<file path="src/rtl/alu_opnd_stage_if.sv">
`default_nettype none
// +--------------------------------------------------------------------+
// | alu_opnd_stage_if : decode -> operand stage -> ALU bundle           |
// | Rev 1.0                                                            |
// +--------------------------------------------------------------------+
interface alu_opnd_stage_if #(
  parameter int REG_LEN = 32,
  parameter int ADDR_W  = 5
);
  logic               in_valid;
  logic               in_ready;
  logic [ADDR_W-1:0]  rs1_a;
  logic [ADDR_W-1:0]  rs2_a;
  logic [REG_LEN-1:0] rs1_d;
  logic [REG_LEN-1:0] rs2_d;
  logic [REG_LEN-1:0] imm;
  logic [REG_LEN-1:0] pc;
  logic               alu1_sel;
  logic [1:0]         alu2_sel;
  logic [ADDR_W-1:0]  rd_a;
  logic               ex_wr_en;
  logic               ex_is_load;
  logic [ADDR_W-1:0]  ex_rd_a;
  logic [REG_LEN-1:0] ex_rd_d;
  logic               wb_wr_en;
  logic [ADDR_W-1:0]  wb_rd_a;
  logic [REG_LEN-1:0] wb_rd_d;
  logic               out_valid;
  logic               out_ready;
  logic [REG_LEN-1:0] alu_in1;
  logic [REG_LEN-1:0] alu_in2;
  logic [ADDR_W-1:0]  out_rd_a;

  modport master (
    output in_valid, rs1_a, rs2_a, rs1_d, rs2_d, imm, pc, alu1_sel, alu2_sel,
           rd_a, ex_wr_en, ex_is_load, ex_rd_a, ex_rd_d, wb_wr_en, wb_rd_a,
           wb_rd_d, out_ready,
    input  in_ready, out_valid, alu_in1, alu_in2, out_rd_a
  );

  modport slave (
    input  in_valid, rs1_a, rs2_a, rs1_d, rs2_d, imm, pc, alu1_sel, alu2_sel,
           rd_a, ex_wr_en, ex_is_load, ex_rd_a, ex_rd_d, wb_wr_en, wb_rd_a,
           wb_rd_d, out_ready,
    output in_ready, out_valid, alu_in1, alu_in2, out_rd_a
  );
endinterface
`default_nettype wire

</file>
<file path="src/rtl/alu_opnd_stage.sv">
`default_nettype none
// +--------------------------------------------------------------------+
// | alu_opnd_stage : registered, hazard-aware ALU operand select.       |
// | ALU_OPND_FWD_EN enables EX/WB forwarding (else match stalls).      |
// | Rev 1.0                                                            |
// +--------------------------------------------------------------------+
module alu_opnd_stage #(
  parameter int REG_LEN = 32,
  parameter int ADDR_W  = 5
) (
  input  logic             clk,
  input  logic             rst,
  alu_opnd_stage_if.slave  bus
);
  localparam logic [0:0] S_EMPTY = 1'b0;
  localparam logic [0:0] S_FULL  = 1'b1;

  logic [0:0]         state_q, state_d;
  logic [REG_LEN-1:0] alu_in1_q, alu_in1_d;
  logic [REG_LEN-1:0] alu_in2_q, alu_in2_d;
  logic [ADDR_W-1:0]  out_rd_a_q, out_rd_a_d;

  logic               use1, use2;
  logic               ex_m1, ex_m2, wb_m1, wb_m2;
  logic               hazard, capture, in_ready;
  logic [REG_LEN-1:0] src1, src2, opnd1, opnd2;

  assign use1  = !bus.alu1_sel;
  assign use2  = (bus.alu2_sel == 2'd0);
  // x0 is hard-wired zero, so it never matches a producer
  assign ex_m1 = use1 && (bus.rs1_a != '0) && bus.ex_wr_en && (bus.ex_rd_a == bus.rs1_a);
  assign ex_m2 = use2 && (bus.rs2_a != '0) && bus.ex_wr_en && (bus.ex_rd_a == bus.rs2_a);
  assign wb_m1 = use1 && (bus.rs1_a != '0) && bus.wb_wr_en && (bus.wb_rd_a == bus.rs1_a);
  assign wb_m2 = use2 && (bus.rs2_a != '0) && bus.wb_wr_en && (bus.wb_rd_a == bus.rs2_a);

`ifdef ALU_OPND_FWD_EN
  assign hazard = bus.ex_is_load && (ex_m1 || ex_m2);
  assign src1   = ex_m1 ? bus.ex_rd_d : (wb_m1 ? bus.wb_rd_d : bus.rs1_d);
  assign src2   = ex_m2 ? bus.ex_rd_d : (wb_m2 ? bus.wb_rd_d : bus.rs2_d);
`else
  logic unused_fwd;
  assign unused_fwd = ^{bus.ex_rd_d, bus.wb_rd_d, bus.ex_is_load};
  assign hazard = ex_m1 || ex_m2 || wb_m1 || wb_m2;
  assign src1   = bus.rs1_d;
  assign src2   = bus.rs2_d;
`endif

  always_comb begin
    opnd1 = bus.alu1_sel ? bus.pc : src1;
    opnd2 = '0;
    case (bus.alu2_sel)
      2'd0:    opnd2 = src2;
      2'd1:    opnd2 = bus.imm;
      2'd2:    opnd2 = {{(REG_LEN-3){1'b0}}, 3'd4};
      default: opnd2 = '0;
    endcase
  end

  assign in_ready = ((state_q == S_EMPTY) || bus.out_ready) && !hazard;
  assign capture  = bus.in_valid && in_ready;

  always_comb begin
    state_d    = state_q;
    alu_in1_d  = alu_in1_q;
    alu_in2_d  = alu_in2_q;
    out_rd_a_d = out_rd_a_q;
    if (capture) begin
      state_d    = S_FULL;
      alu_in1_d  = opnd1;
      alu_in2_d  = opnd2;
      out_rd_a_d = bus.rd_a;
    end else if (bus.out_ready) begin
      state_d    = S_EMPTY;
    end
  end

  always_ff @(posedge clk or posedge rst) begin
    if (rst) begin
      state_q    <= S_EMPTY;
      alu_in1_q  <= '0;
      alu_in2_q  <= '0;
      out_rd_a_q <= '0;
    end else begin
      state_q    <= state_d;
      alu_in1_q  <= alu_in1_d;
      alu_in2_q  <= alu_in2_d;
      out_rd_a_q <= out_rd_a_d;
    end
  end

  assign bus.in_ready  = in_ready;
  assign bus.out_valid = (state_q == S_FULL);
  assign bus.alu_in1   = alu_in1_q;
  assign bus.alu_in2   = alu_in2_q;
  assign bus.out_rd_a  = out_rd_a_q;
endmodule
`default_nettype wire

</file>
<file path="src/flat_wrapper.sv">
// flat-port wrapper written by rule: the top's interface ports become plain ports
module alu_opnd_stage_flat 
#(
  parameter int REG_LEN = 32,
  parameter int ADDR_W  = 5
)
  (clk, rst, bus_in_valid, bus_rs1_a, bus_rs2_a, bus_rs1_d, bus_rs2_d, bus_imm, bus_pc, bus_alu1_sel, bus_alu2_sel, bus_rd_a, bus_ex_wr_en, bus_ex_is_load, bus_ex_rd_a, bus_ex_rd_d, bus_wb_wr_en, bus_wb_rd_a, bus_wb_rd_d, bus_out_ready, bus_in_ready, bus_out_valid, bus_alu_in1, bus_alu_in2, bus_out_rd_a);
  alu_opnd_stage_if #(.REG_LEN(REG_LEN), .ADDR_W(ADDR_W)) bus_i ();
  input  logic clk;
  input  logic rst;
  input wire logic [$bits(bus_i.in_valid)-1:0] bus_in_valid;
  input wire logic [$bits(bus_i.rs1_a)-1:0] bus_rs1_a;
  input wire logic [$bits(bus_i.rs2_a)-1:0] bus_rs2_a;
  input wire logic [$bits(bus_i.rs1_d)-1:0] bus_rs1_d;
  input wire logic [$bits(bus_i.rs2_d)-1:0] bus_rs2_d;
  input wire logic [$bits(bus_i.imm)-1:0] bus_imm;
  input wire logic [$bits(bus_i.pc)-1:0] bus_pc;
  input wire logic [$bits(bus_i.alu1_sel)-1:0] bus_alu1_sel;
  input wire logic [$bits(bus_i.alu2_sel)-1:0] bus_alu2_sel;
  input wire logic [$bits(bus_i.rd_a)-1:0] bus_rd_a;
  input wire logic [$bits(bus_i.ex_wr_en)-1:0] bus_ex_wr_en;
  input wire logic [$bits(bus_i.ex_is_load)-1:0] bus_ex_is_load;
  input wire logic [$bits(bus_i.ex_rd_a)-1:0] bus_ex_rd_a;
  input wire logic [$bits(bus_i.ex_rd_d)-1:0] bus_ex_rd_d;
  input wire logic [$bits(bus_i.wb_wr_en)-1:0] bus_wb_wr_en;
  input wire logic [$bits(bus_i.wb_rd_a)-1:0] bus_wb_rd_a;
  input wire logic [$bits(bus_i.wb_rd_d)-1:0] bus_wb_rd_d;
  input wire logic [$bits(bus_i.out_ready)-1:0] bus_out_ready;
  output wire logic [$bits(bus_i.in_ready)-1:0] bus_in_ready;
  output wire logic [$bits(bus_i.out_valid)-1:0] bus_out_valid;
  output wire logic [$bits(bus_i.alu_in1)-1:0] bus_alu_in1;
  output wire logic [$bits(bus_i.alu_in2)-1:0] bus_alu_in2;
  output wire logic [$bits(bus_i.out_rd_a)-1:0] bus_out_rd_a;
  assign bus_i.in_valid = bus_in_valid;
  assign bus_i.rs1_a = bus_rs1_a;
  assign bus_i.rs2_a = bus_rs2_a;
  assign bus_i.rs1_d = bus_rs1_d;
  assign bus_i.rs2_d = bus_rs2_d;
  assign bus_i.imm = bus_imm;
  assign bus_i.pc = bus_pc;
  assign bus_i.alu1_sel = bus_alu1_sel;
  assign bus_i.alu2_sel = bus_alu2_sel;
  assign bus_i.rd_a = bus_rd_a;
  assign bus_i.ex_wr_en = bus_ex_wr_en;
  assign bus_i.ex_is_load = bus_ex_is_load;
  assign bus_i.ex_rd_a = bus_ex_rd_a;
  assign bus_i.ex_rd_d = bus_ex_rd_d;
  assign bus_i.wb_wr_en = bus_wb_wr_en;
  assign bus_i.wb_rd_a = bus_wb_rd_a;
  assign bus_i.wb_rd_d = bus_wb_rd_d;
  assign bus_i.out_ready = bus_out_ready;
  assign bus_in_ready = bus_i.in_ready;
  assign bus_out_valid = bus_i.out_valid;
  assign bus_alu_in1 = bus_i.alu_in1;
  assign bus_alu_in2 = bus_i.alu_in2;
  assign bus_out_rd_a = bus_i.out_rd_a;
  alu_opnd_stage #(.REG_LEN(REG_LEN), .ADDR_W(ADDR_W)) u_core (.clk(clk), .rst(rst), .bus(bus_i));
endmodule
</file>
<file path="config.mk">
export PLATFORM = sky130hd
export DESIGN_NAME = alu_opnd_stage_flat
export DESIGN_NICKNAME = d
export VERILOG_FILES = /design/src/rtl/alu_opnd_stage_if.sv /design/src/rtl/alu_opnd_stage.sv /design/src/flat_wrapper.sv
export SDC_FILE = /design/constraint.sdc
export NUM_CORES = 1
export LEC_CHECK = 0
export CAP_MARGIN = 5
export CORE_AREA = 2 2 115 117
export DETAILED_ROUTE_END_ITERATION = 12
export DIE_AREA = 0 0 117 119
export PLACE_DENSITY = 0.82
export REMOVE_ABC_BUFFERS = 1
export SKIP_CTS_REPAIR_TIMING = 1
export SYNTH_ARGS = -nofsm -noshare
export SYNTH_HDL_FRONTEND = slang
export SYNTH_SLANG_ARGS = --single-unit
</file>
<file path="constraint.sdc">
create_clock -name clk -period 3.46 [get_ports clk]
set_clock_uncertainty 0.05 [all_clocks]
set_input_delay 0.865 -clock clk [delete_from_list [all_inputs] [get_ports clk]]
set_output_delay 0.865 -clock clk [all_outputs]
set_load 0.01 [all_outputs]
</file>
==> results of run 1 <==
metal layers:
| metal | track usage | share of wire | up-vias |
|---|---|---|---|
| li1 | - | - | 1515 |
| met1 | 0.158 | 0.36 | 1547 |
| met2 | 0.293 | 0.54 | 129 |
| met3 | 0.0433 | 0.077 | 24 |
| met4 | 0.0632 | 0.026 | 0 |
| met5 | 0 | 0 | - |
state kept, by name (all words and copies together), names as in the netlist:
register / flops
u_core.bus.alu_in2: 32
u_core.bus.alu_in1: 32
u_core.bus.out_rd_a: 5
u_core.bus.out_valid: 1
worst max-delay path: cells and delay by family:
| family | cells | cell delay, ps |
|---|---|---|
| simple gates | 1 | 130 |
| xor+xnor | 1 | 170 |
| buf+inv | 2 | 730 |
| compound gates | 2 | 440 |
cell type report:
type / count / area [um2] / share of cell area
clock buffers: 11 / 253 / 0.0379
clock inverters: 5 / 105 / 0.0158
inverters: 3 / 11.3 / 0.00169
multi-input cells: 206 / 1890 / 0.284
flip-flops and latches: 70 / 1750 / 0.263
well taps: 176 / 220 / 0.0331
repair buffers: 243 / 2430 / 0.364
cells in the mapped netlist (3+ instances only):
cell type,number,area share
mux2_2,94,0.28
dfrtp_1,70,0.46
nor2_1,33,0.033
mux2i_1,31,0.082
xnor2_1,20,0.046
clkbuf_1,9,0.0089
buf_6,7,0.021
mux2_1,7,0.021
nand2_1,4,0.0040
nand4_1,4,0.0066
inv_1,3,0.0030
nor3_1,3,0.0040
cell families (layout without fill, tap and decap cells):
kind of cell           count (synthesis)  in the layout
AO/OA/AOI/OAI                          9              9
multiplexers                         132            132
XOR/XNOR                              20             20
buffers and inverters                 22            262
AND/OR/NAND/NOR                       45             45
flip-flops                            70             70
power by group through the flow:
stage	Sequential (uW)	Clock [uW]	Combinational, uW
after detailed placement	1050	0	926
after CTS	1040	1120	930
after floorplan	1110	0	272
final	1030	1090	913
after global routing	1050	1150	977
after global placement	1040	0	907
stage by stage:
stage               power [uW]  setup TNS, ps  hold slack [ps]   util
finish                    3040              0              432  0.517
global route              3180              0              459  0.517
floorplan                 1380         -16710              479      -
CTS                       3080           -186              437  0.517
global placement          1950           -162              419  0.489
detailed placement        1970           -176              424  0.489
worst min-delay path by stage:
| stage | from | end | slack [ps] | cells after the start |
|---|---|---|---|---|
| floorplan | u_core.bus.alu_in1[0]$_DFFE_PP0P_ | u_core.bus.alu_in1[0]$_DFFE_PP0P_ | 480 | 1 |
| global placement | u_core.bus.alu_in1[7]$_DFFE_PP0P_ | u_core.bus.alu_in1[7]$_DFFE_PP0P_ | 420 | 1 |
| detailed placement | u_core.bus.alu_in1[31]$_DFFE_PP0P_ | u_core.bus.alu_in1[31]$_DFFE_PP0P_ | 420 | 1 |
| CTS | u_core.bus.alu_in1[31]$_DFFE_PP0P_ | u_core.bus.alu_in1[31]$_DFFE_PP0P_ | 440 | 1 |
| global route | u_core.bus.alu_in1[0]$_DFFE_PP0P_ | u_core.bus.alu_in1[0]$_DFFE_PP0P_ | 460 | 1 |
| finish | u_core.bus.alu_in1[31]$_DFFE_PP0P_ | u_core.bus.alu_in1[31]$_DFFE_PP0P_ | 430 | 1 |
==> metrics.md, run 1 <==
| Metric | Value |
|---|---|
| RR Startpoint | `u_core.bus.out_valid$_DFFE_PP0P_` |
| Pint | `2300 uW` |
| Fin cells | `714` |
| Die Span X | `approximately 120 um` |
| Worst-path clk slew | `around 50 ps` |
| Synth Cell Area | `3780 um2` |
| Post-Synthesis Cells | `298` |
| Gpl congestion | `approximately 0.7` |
| CTS buffer count | `9` |
| Die H | `approximately 120 um` |
| Htree depth | `3` |
| Pre-antenna DRT Iters | `4` |
| Layout cells sized above 1 | `0.232` |
| Logic pwr share | `0.300` |
| Final setup margin | `218 ps` |
| Initial antenna violation count | `0` |
| Critical Path AT | `~2300 ps` |
| RR Endpoint | `u_core.bus.alu_in2[8]$_DFFE_PP0P_` |
| Placed inst area | `6300 um2` |
| Main combinational cell family by area after synthesis | `multiplexers` |
| Synth Flop Type | `dfrtp_1` |
| Commonest non-fill, non-tap cells in the layout | `clkdlybuf4s50_1 (230), mux2_2 (94), dfrtp_1 (70), nor2_1 (33), mux2i_1 (31)` |
| Vias in the first global route | `around 3.5k` |
| NetSw | `738 uW` |
| GRT Util Overall | `0.156` |
| Fin crit period | `approximately 3200 ps` |
| Clock Tree Root | `clkbuf_16` |
| Initial core utilization | `0.294` |
| Adder-cell share of the synthesized area | `0` |
| Hpwl dp | `8620 um` |
| Worst-Skew Late Latency | `320 ps` |
| CTS sink cnt | `70` |
| Simple-Gate Fraction of Synth Area | `0.0490` |
| Slew Limit Fails | `0` |
| Leakage power | `~0.0028 uW` |
| Synth Area in Compound Gates | `0.0225` |
| Final instance area | `6660 um2` |
| Syn. warnings | `0` |
| I/O pin cnt | `298` |
| Flops & latches, synth | `70` |
| Initial drt markers | `67` |
| Fillers | `between 1k and 1.5k` |
| RSZ-0062 raised after global routing | `no` |
| Crit path to | `bus_in_ready` |
| Die ar. | `13900 um2` |
| Final setup fails | `0` |
| Seq pwr share | `0.340` |
| Period utilisation layout | `0.937` |
| First-pass GRT wire length | `16800 um` |
| CTS Buffer Depth | `2` |
| Peak supply drop | `0.234 mV` |
| R2R depth | `5` |
| Nets@finish | `760` |
| Worst setup startpoint | `bus_rs1_a[1]` |
| Worst rel slew slack | `0.643` |
| Antenna viol nets, final | `0` |
| Detailed-route DRC error count | `0` |
| Overflow after GRT | `0` |
| Total number of vias | `3215` |
| Crit path max fanout | `3` |
| Fmax achieved | `308 MHz` |
| CORE AREA | `12900 um2` |
| Worst setup EP type | `output port` |
| CP max stage cell | `clkdlybuf4s50_1` |
| Post-synthesis xor/xnor area fraction | `0.0463` |
| Drt via density | `4.50` |
| R2r setup slk | `1710 ps` |
| IO Port Bufs | `232` |
| Area delta synth->final | `76.1%` |
| Req. time, crit path | `between 2000 and 3000 ps` |
| Sequential fraction of the synthesis area | `0.463` |
| Status | `finished clean` |
| Post-synth EDFFs | `0` |
| Post-synthesis mux area share | `0.383` |
| Syn_area_per_cell | `12.7 um2` |
| HP Class | `register to register` |
| Placement Setup Slack | `-176 ps` |
| PwrDens | `around 460 nW/um2` |
| WL final | `10800 um` |
| Transition time of the tightest slew-check pin | `536 ps` |
| Distinct cells, synth | `23` |
| Placed insts | `698` |
| Commonest non-fill, non-tap cell in the layout | `clkdlybuf4s50_1` |
| CTS tree | `yes` |
| Startpoint types | `input port` |
| Largest net degree at the start of global routing | `about 40` |
| Worst path max stage delay | `510 ps` |
| Total of max-cap violations | `0` |
| Rows | `42` |
| CP Class | `input port to output port` |
| Wire per inst | `15.1 um` |
| Switching share of power | `0.243` |
| Asr flop ratio synth | `1.00` |
| CP cell instances | `clkdlybuf4s50_1 -> xnor2_1 -> nand4_1 -> o22ai_2 -> a222oi_1 -> dlymetal6s2s_1` |
| Clock network fraction of design power | `0.359` |
| Final Hold Fails | `0` |
| N_diodes | `0` |
Note: power is estimated with default switching activity, not from simulation.
==> run 2: changes to the inputs <==
- SKIP_CTS_REPAIR_TIMING: 1 -> not set
==> run 2 against run 1 <==
Effect of this change: hold slack unchanged; first-iteration DRC count is 16% lower; die area stayed put; sequential share of layout area about the same; maximum frequency shrank 3.3%; critical endpoint unchanged; largest cell class unchanged; global-route usage did not move; final area about the same.
==> metrics.md, run 2 (synthesis results as in run 1) <==
| Metric | Value |
|---|---|
| Status | `finished clean` |
| Hold Path Sink | `u_core.bus.alu_in1[31]$_DFFE_PP0P_` |
| Vias in the first global route | `3526 (unchanged)` |
| Commonest non-fill, non-tap cell in the layout | `clkdlybuf4s50_1` |
| Global Route met3 Usage | `0.0433 (unchanged)` |
| Crit path buffers/inverters | `2 (unchanged)` |
| Placement Setup Slack | `-176 ps (unchanged)` |
| Die H | `119 um (unchanged)` |
| Detailed-route DRC error count | `0 (unchanged)` |
| Layout cells sized above 1 | `0.232 (unchanged)` |
| IO Port Bufs | `232 (unchanged)` |
| CTS buffer count | `9 (unchanged)` |
| Worst path max stage delay | `530 ps (+20 ps)` |
| CTS sink cnt | `70 (unchanged)` |
| HP Class | `register to register` |
| Hold path start | `u_core.bus.alu_in1[31]$_DFFE_PP0P_` |
| RSZ-0062 raised after global routing | `no` |
| I/O pin cnt | `298 (unchanged)` |
| Gpl congestion | `0.719 (unchanged)` |
| Crit path max fanout | `3 (unchanged)` |
| R2r setup slk | `1710 ps (about the same)` |
| Drt via density | `4.50 (unchanged)` |
| Clock Tree Root | `clkbuf_16` |
| GRT Util Overall | `0.156 (unchanged)` |
| Pre-antenna DRT Iters | `4 (unchanged)` |
| Post-CTS Setup Repair Bufs | `0` |
| Cts hold-fix bufs | `0` |
| Fillers | `1151 (+0.17%)` |
| CTS tree | `yes` |
| Htree depth | `3 (unchanged)` |
| PwrDens | `456 nW/um2 (about the same)` |
| Fin crit period | `3350 ps (+111 ps)` |
| GR Util met1 | `0.158 (unchanged)` |
| CP cell instances | `clkdlybuf4s50_1 -> xnor2_1 -> nand4_1 -> o22ai_1 -> a222oi_1 -> dlygate4sd2_1` |
| CP delay by family, top | `buffers and inverters` |
| Startpoint types | `input port` |
| Period utilisation layout | `0.969 (+0.0320)` |
| Leakage power | `0.00275 uW (-0.19%)` |
| R2R depth | `5 (unchanged)` |
| Initial core utilization | `0.294 (unchanged)` |
| Initial drt markers | `56 (-16%)` |
| First-pass GRT wire length | `16800 um (unchanged)` |
| Antenna viol nets, final | `0 (unchanged)` |
| Fmax achieved | `298 MHz (-3.3%)` |
| Transition time of the tightest slew-check pin | `536 ps (unchanged)` |
| Critical Path AT | `2440 ps (+110 ps)` |
| Placed inst area | `6300 um2 (unchanged)` |
| Nets@finish | `760 (unchanged)` |
| CTS Buffer Depth | `2 (unchanged)` |
| Largest net degree at the start of global routing | `41 (unchanged)` |
| Final setup margin | `108 ps (-111 ps)` |
| Worst setup EP type | `output port` |
| Commonest non-fill, non-tap cells in the layout | `clkdlybuf4s50_1 (230), mux2_2 (94), dfrtp_1 (70), nor2_1 (33), mux2i_1 (31)` |
| WL final | `10800 um (about the same)` |
| Final Hold Fails | `0 (unchanged)` |
| Met2 usage | `0.293 (unchanged)` |
| Die Span X | `117 um (unchanged)` |
| RR Startpoint | `u_core.bus.out_valid$_DFFE_PP0P_` |
| Initial antenna violation count | `0 (unchanged)` |
| CP Class | `input port to output port` |
| Hpwl dp | `8620 um (unchanged)` |
| Peak supply drop | `0.234 mV (unchanged)` |
| N_diodes | `0 (unchanged)` |
| CP max stage cell | `clkdlybuf4s50_1` |
| CORE AREA | `12900 um2 (unchanged)` |
| Final setup fails | `0 (unchanged)` |
| Total number of vias | `3215 (unchanged)` |
| Overflow after GRT | `0 (unchanged)` |
| Slew Limit Fails | `0 (unchanged)` |
| Worst-Skew Late Latency | `320 ps (about the same)` |
| Req. time, crit path | `2540 ps (about the same)` |
| Wire per inst | `15.1 um (about the same)` |
| Worst rel slew slack | `0.643 (unchanged)` |
| Rows | `42 (unchanged)` |
| Total of max-cap violations | `0 (unchanged)` |
| Die ar. | `13900 um2 (unchanged)` |
| Final instance area | `6660 um2 (about the same)` |
| Area delta synth->final | `76.0% (about the same)` |
| Cell depth of the worst hold path | `1 (unchanged)` |
| GR peak layer | `met2` |
| Final core utilization | `0.517 (about the same)` |
| RR Endpoint | `u_core.bus.alu_in2[8]$_DFFE_PP0P_` |
| Worst-path clk slew | `50 ps (about the same)` |
-- run 2: final cells by class --
type | count | area [um2] | share of cell area
Clock inverter | 5 | 105 | 0.0158
Timing Repair Buffer | 243 | 2420 | 0.364
Multi-Input combinational cell | 206 | 1890 | 0.284
Sequential cell | 70 | 1750 | 0.263
Clock buffer | 11 | 253 | 0.0380
Tap cell | 176 | 220 | 0.0331
Inverter | 3 | 11.3 | 0.00169
-- run 2: repair_timing --
item                                    4_1_cts  5_1_grt
endpoints found under the setup margin        1        0
hold endpoints to repair                      0        0
gates resized for setup                       1        0
-- run 2: worst max-delay path by stage --
| stage | startpoint | to | slack (ps) | cells past startpoint |
|---|---|---|---|---|
| 2_1_floorplan | bus_rs1_a[1] | u_core.bus.alu_in1[10]$_DFFE_PP0P_ | -250 | 4 |
| 3_3_place_gp | bus_rs1_a[1] | bus_in_ready | -160 | 6 |
| 3_5_place_dp | bus_rs1_a[1] | bus_in_ready | -180 | 6 |
| 4_1_cts | bus_rs2_a[0] | bus_in_ready | 110 | 6 |
| 5_1_grt | bus_rs2_a[0] | bus_in_ready | 40 | 6 |
| 6_report | bus_rs2_a[0] | bus_in_ready | 110 | 6 |
-- run 2: power by group --
part,internal (uW),switching (uW),total [uW],leakage (uW)
Clock,743,349,1090,0.000168
Sequential,961,71.8,1030,0.000856
Combinational,595,317,912,0.00172
Total,2300,738,3040,0.00275
-- run 2: routing by layer --
layer	wire, um	vias to the layer above
met5	0	-
met3	855	24
met1	3850	1547
li1	-	1515
met2	5830	129
met4	279	0
-- run 2: stage by stage --
step | total power (uW) | hold WS, ps | TNS [ps] | instances
2_1_floorplan | 1380 | 479 | -16710 | 279
3_5_place_dp | 1970 | 424 | -176 | 698
4_1_cts | 3080 | 437 | 0 | 714
3_3_place_gp | 1950 | 419 | -162 | 698
6_report | 3040 | 432 | 0 | 714
5_1_grt | 3180 | 459 | 0 | 714
==> run 3: changes to the inputs <==
- CORE_AREA: 2 2 115 117 -> not set
- CORE_MARGIN: not set -> 2
- CORE_UTILIZATION: not set -> 30
- DIE_AREA: 0 0 117 119 -> not set
==> run 3 against run 2 <==
Effect of this change: largest cell class unchanged; register-to-register slack is essentially flat; sequential power is essentially flat; global-route usage decreased by 0.062 points; clock-buffer cell count down 1; first-iteration DRC count down 3.6%; critical path depth is the same; highest routed layer unchanged; final area down 1.3%; core utilization grew 1.0 points; hold slack improved by 11 ps; clock power is 22% lower; combinational power rose by 0.5%.
==> metrics.md, run 3 (synthesis results as in run 1) <==
| Metric | Value |
|---|---|
| Status | `finished clean` |
| Vias in the first global route | `3475 (-1.4%)` |
| Drt via density | `4.56 (+1.3%)` |
| Detailed-route DRC error count | `0 (unchanged)` |
| HP Class | `register to register` |
| Setup TNS | `0 ps (unchanged)` |
| Fin crit period | `3350 ps (-2.62 ps)` |
| CTS buffer count | `9 (unchanged)` |
| CTS tree | `yes` |
| Fillers | `1099 (-4.5%)` |
| Rows | `41 (-2.4%)` |
| Nets@finish | `760 (unchanged)` |
| Hpwl dp | `8570 um (-0.51%)` |
| Period utilisation layout | `0.968 (about the same)` |
| Fmax achieved | `299 MHz (about the same)` |
| N_diodes | `0 (unchanged)` |
| GRT Util Overall | `0.155 (-0.000620)` |
| IO Port Bufs | `232 (unchanged)` |
| I/O pin cnt | `298 (unchanged)` |
| Total of max-cap violations | `0 (unchanged)` |
| Pre-antenna DRT Iters | `4 (unchanged)` |
| Area delta synth->final | `73.7%` |
| Antenna viol nets, final | `0 (unchanged)` |
| Multi-input logic area | `1890 um2 (unchanged)` |
| Placement Setup Slack | `-167 ps (+9.30 ps)` |
| Tot Pwr | `2800 uW (-7.9%)` |
| CTS Buffer Depth | `2 (unchanged)` |
| Req. time, crit path | `2540 ps (about the same)` |
| Initial core utilization | `0.303 (+0.00964)` |
| CORE AREA | `12500 um2 (-3.2%)` |
| Layout cells sized above 1 | `0.232 (unchanged)` |
| RSZ-0062 raised after global routing | `no` |
| Largest net degree at the start of global routing | `39 (-4.9%)` |
| WL final | `10900 um (+0.70%)` |
| Total number of vias | `3239 (+0.75%)` |
| Final Hold Fails | `0 (unchanged)` |
| Final setup margin | `110 ps (+2.62 ps)` |
| Die H | `116 um (-2.3%)` |
| Initial drt markers | `54 (-3.6%)` |
| Transition time of the tightest slew-check pin | `553 ps (+17.3 ps)` |
| Gpl congestion | `0.718 (about the same)` |
| First-pass GRT wire length | `16400 um (-2.4%)` |
| Commonest non-fill, non-tap cells in the layout | `clkdlybuf4s50_1 (230), mux2_2 (94), dfrtp_1 (70), nor2_1 (33), mux2i_1 (31)` |
| Commonest non-fill, non-tap cell in the layout | `clkdlybuf4s50_1` |
| Worst rel slew slack | `0.631 (-0.0115)` |
| PwrDens | `426 nW/um2 (-6.7%)` |
| Register area | `1750 um2 (unchanged)` |
| Initial antenna violation count | `0 (unchanged)` |
| Cts hold-fix bufs | `0 (unchanged)` |
| Wire per inst | `15.3 um (+1.3%)` |
| Slew Limit Fails | `0 (unchanged)` |
| Worst-Skew Late Latency | `320 ps (about the same)` |
| CTS sink cnt | `70 (unchanged)` |
| Worst-path clk slew | `60 ps (about the same)` |
| Overflow after GRT | `0 (unchanged)` |
| CP Class | `input port to output port` |
| Hold_ws | `443 ps (+11.4 ps)` |
| Leakage power | `0.00271 uW (-1.4%)` |
| Die Span X | `116 um (-0.61%)` |
| Crit path max fanout | `3 (unchanged)` |
| Final setup fails | `0 (unchanged)` |
| Htree depth | `3 (unchanged)` |
| Worst setup EP type | `output port` |
| Die ar. | `13500 um2 (-2.9%)` |
| Peak supply drop | `0.207 mV (-12%)` |
| Critical Path AT | `2430 ps (about the same)` |
| Startpoint types | `input port` |
| Clock Tree Root | `clkbuf_16` |
==> run 3: cell count changes in the layout (fill, tap and decap cells not counted), sizes merged <==
cell      previous run  this run
clkinv               0         3
bufinv               3         0
clkbuf              11        10
clkinvlp             2         3
==> run 3: final timing paths <==
kind / start / to / slack [ps] / depth (start not counted)
max: bus_rs1_a[3] / bus_in_ready / 110 / 6
min: u_core.bus.alu_in1[31]$_DFFE_PP0P_ / u_core.bus.alu_in1[31]$_DFFE_PP0P_ / 440 / 1
min reg2reg: u_core.bus.alu_in1[31]$_DFFE_PP0P_ / u_core.bus.alu_in1[31]$_DFFE_PP0P_ / 440 / 1
max reg2reg: u_core.bus.out_valid$_DFFE_PP0P_ / u_core.bus.alu_in2[2]$_DFFE_PP0P_ / 1710 / 5
max in group asynchronous: rst / u_core.bus.out_valid$_DFFE_PP0P_ / 2080 / 3
min in group asynchronous: rst / u_core.bus.out_rd_a[1]$_DFFE_PP0P_ / 910 / 3
==> run 3: power breakdown <==
group	switching [uW]	leakage, uW	internal (uW)
clock	347	0.000130	500
combinational	322	0.00172	595
sequential	71.5	0.000856	961
==> run 3: routing by layer <==
layer / part of all wire / up-vias / GRT usage
li1: - / 1517 / -
met1: 0.37 / 1569 / 0.164
met3: 0.078 / 23 / 0.0400
met5: 0 / - / 0
met2: 0.53 / 130 / 0.293
met4: 0.021 / 0 / 0.0611
==> run 3: critical path: stages <==
cell             delay, ps
clkdlybuf4s50_1        560
xnor2_1                130
nand4_1                130
o22ai_2                110
a222oi_1               320
dlygate4sd2_1          320
==> run 3: layout make-up <==
class                      count  share of cell area
clock inverter                 6             0.00571
inverter                       3             0.00171
clock buffer                  10              0.0364
tap                          172              0.0327
multi-input combinational    206               0.288
timing repair buffer         243               0.369
sequential                    70               0.267
==> run 3: repair_timing <==
action / CTS / global route
buffers inserted: 0 / 0
gates resized for setup: 1 / 0
setup endpoints to repair: 1 / 0
==> run 3: per-stage QoR <==
step                      area [um2]  utilization  cells
after global placement          6300        0.505    694
final                           6570        0.527    710
after global routing            6570        0.527    710
after detailed placement        6300        0.505    694
after floorplan                 3660            -    279
after CTS                       6570        0.527    710
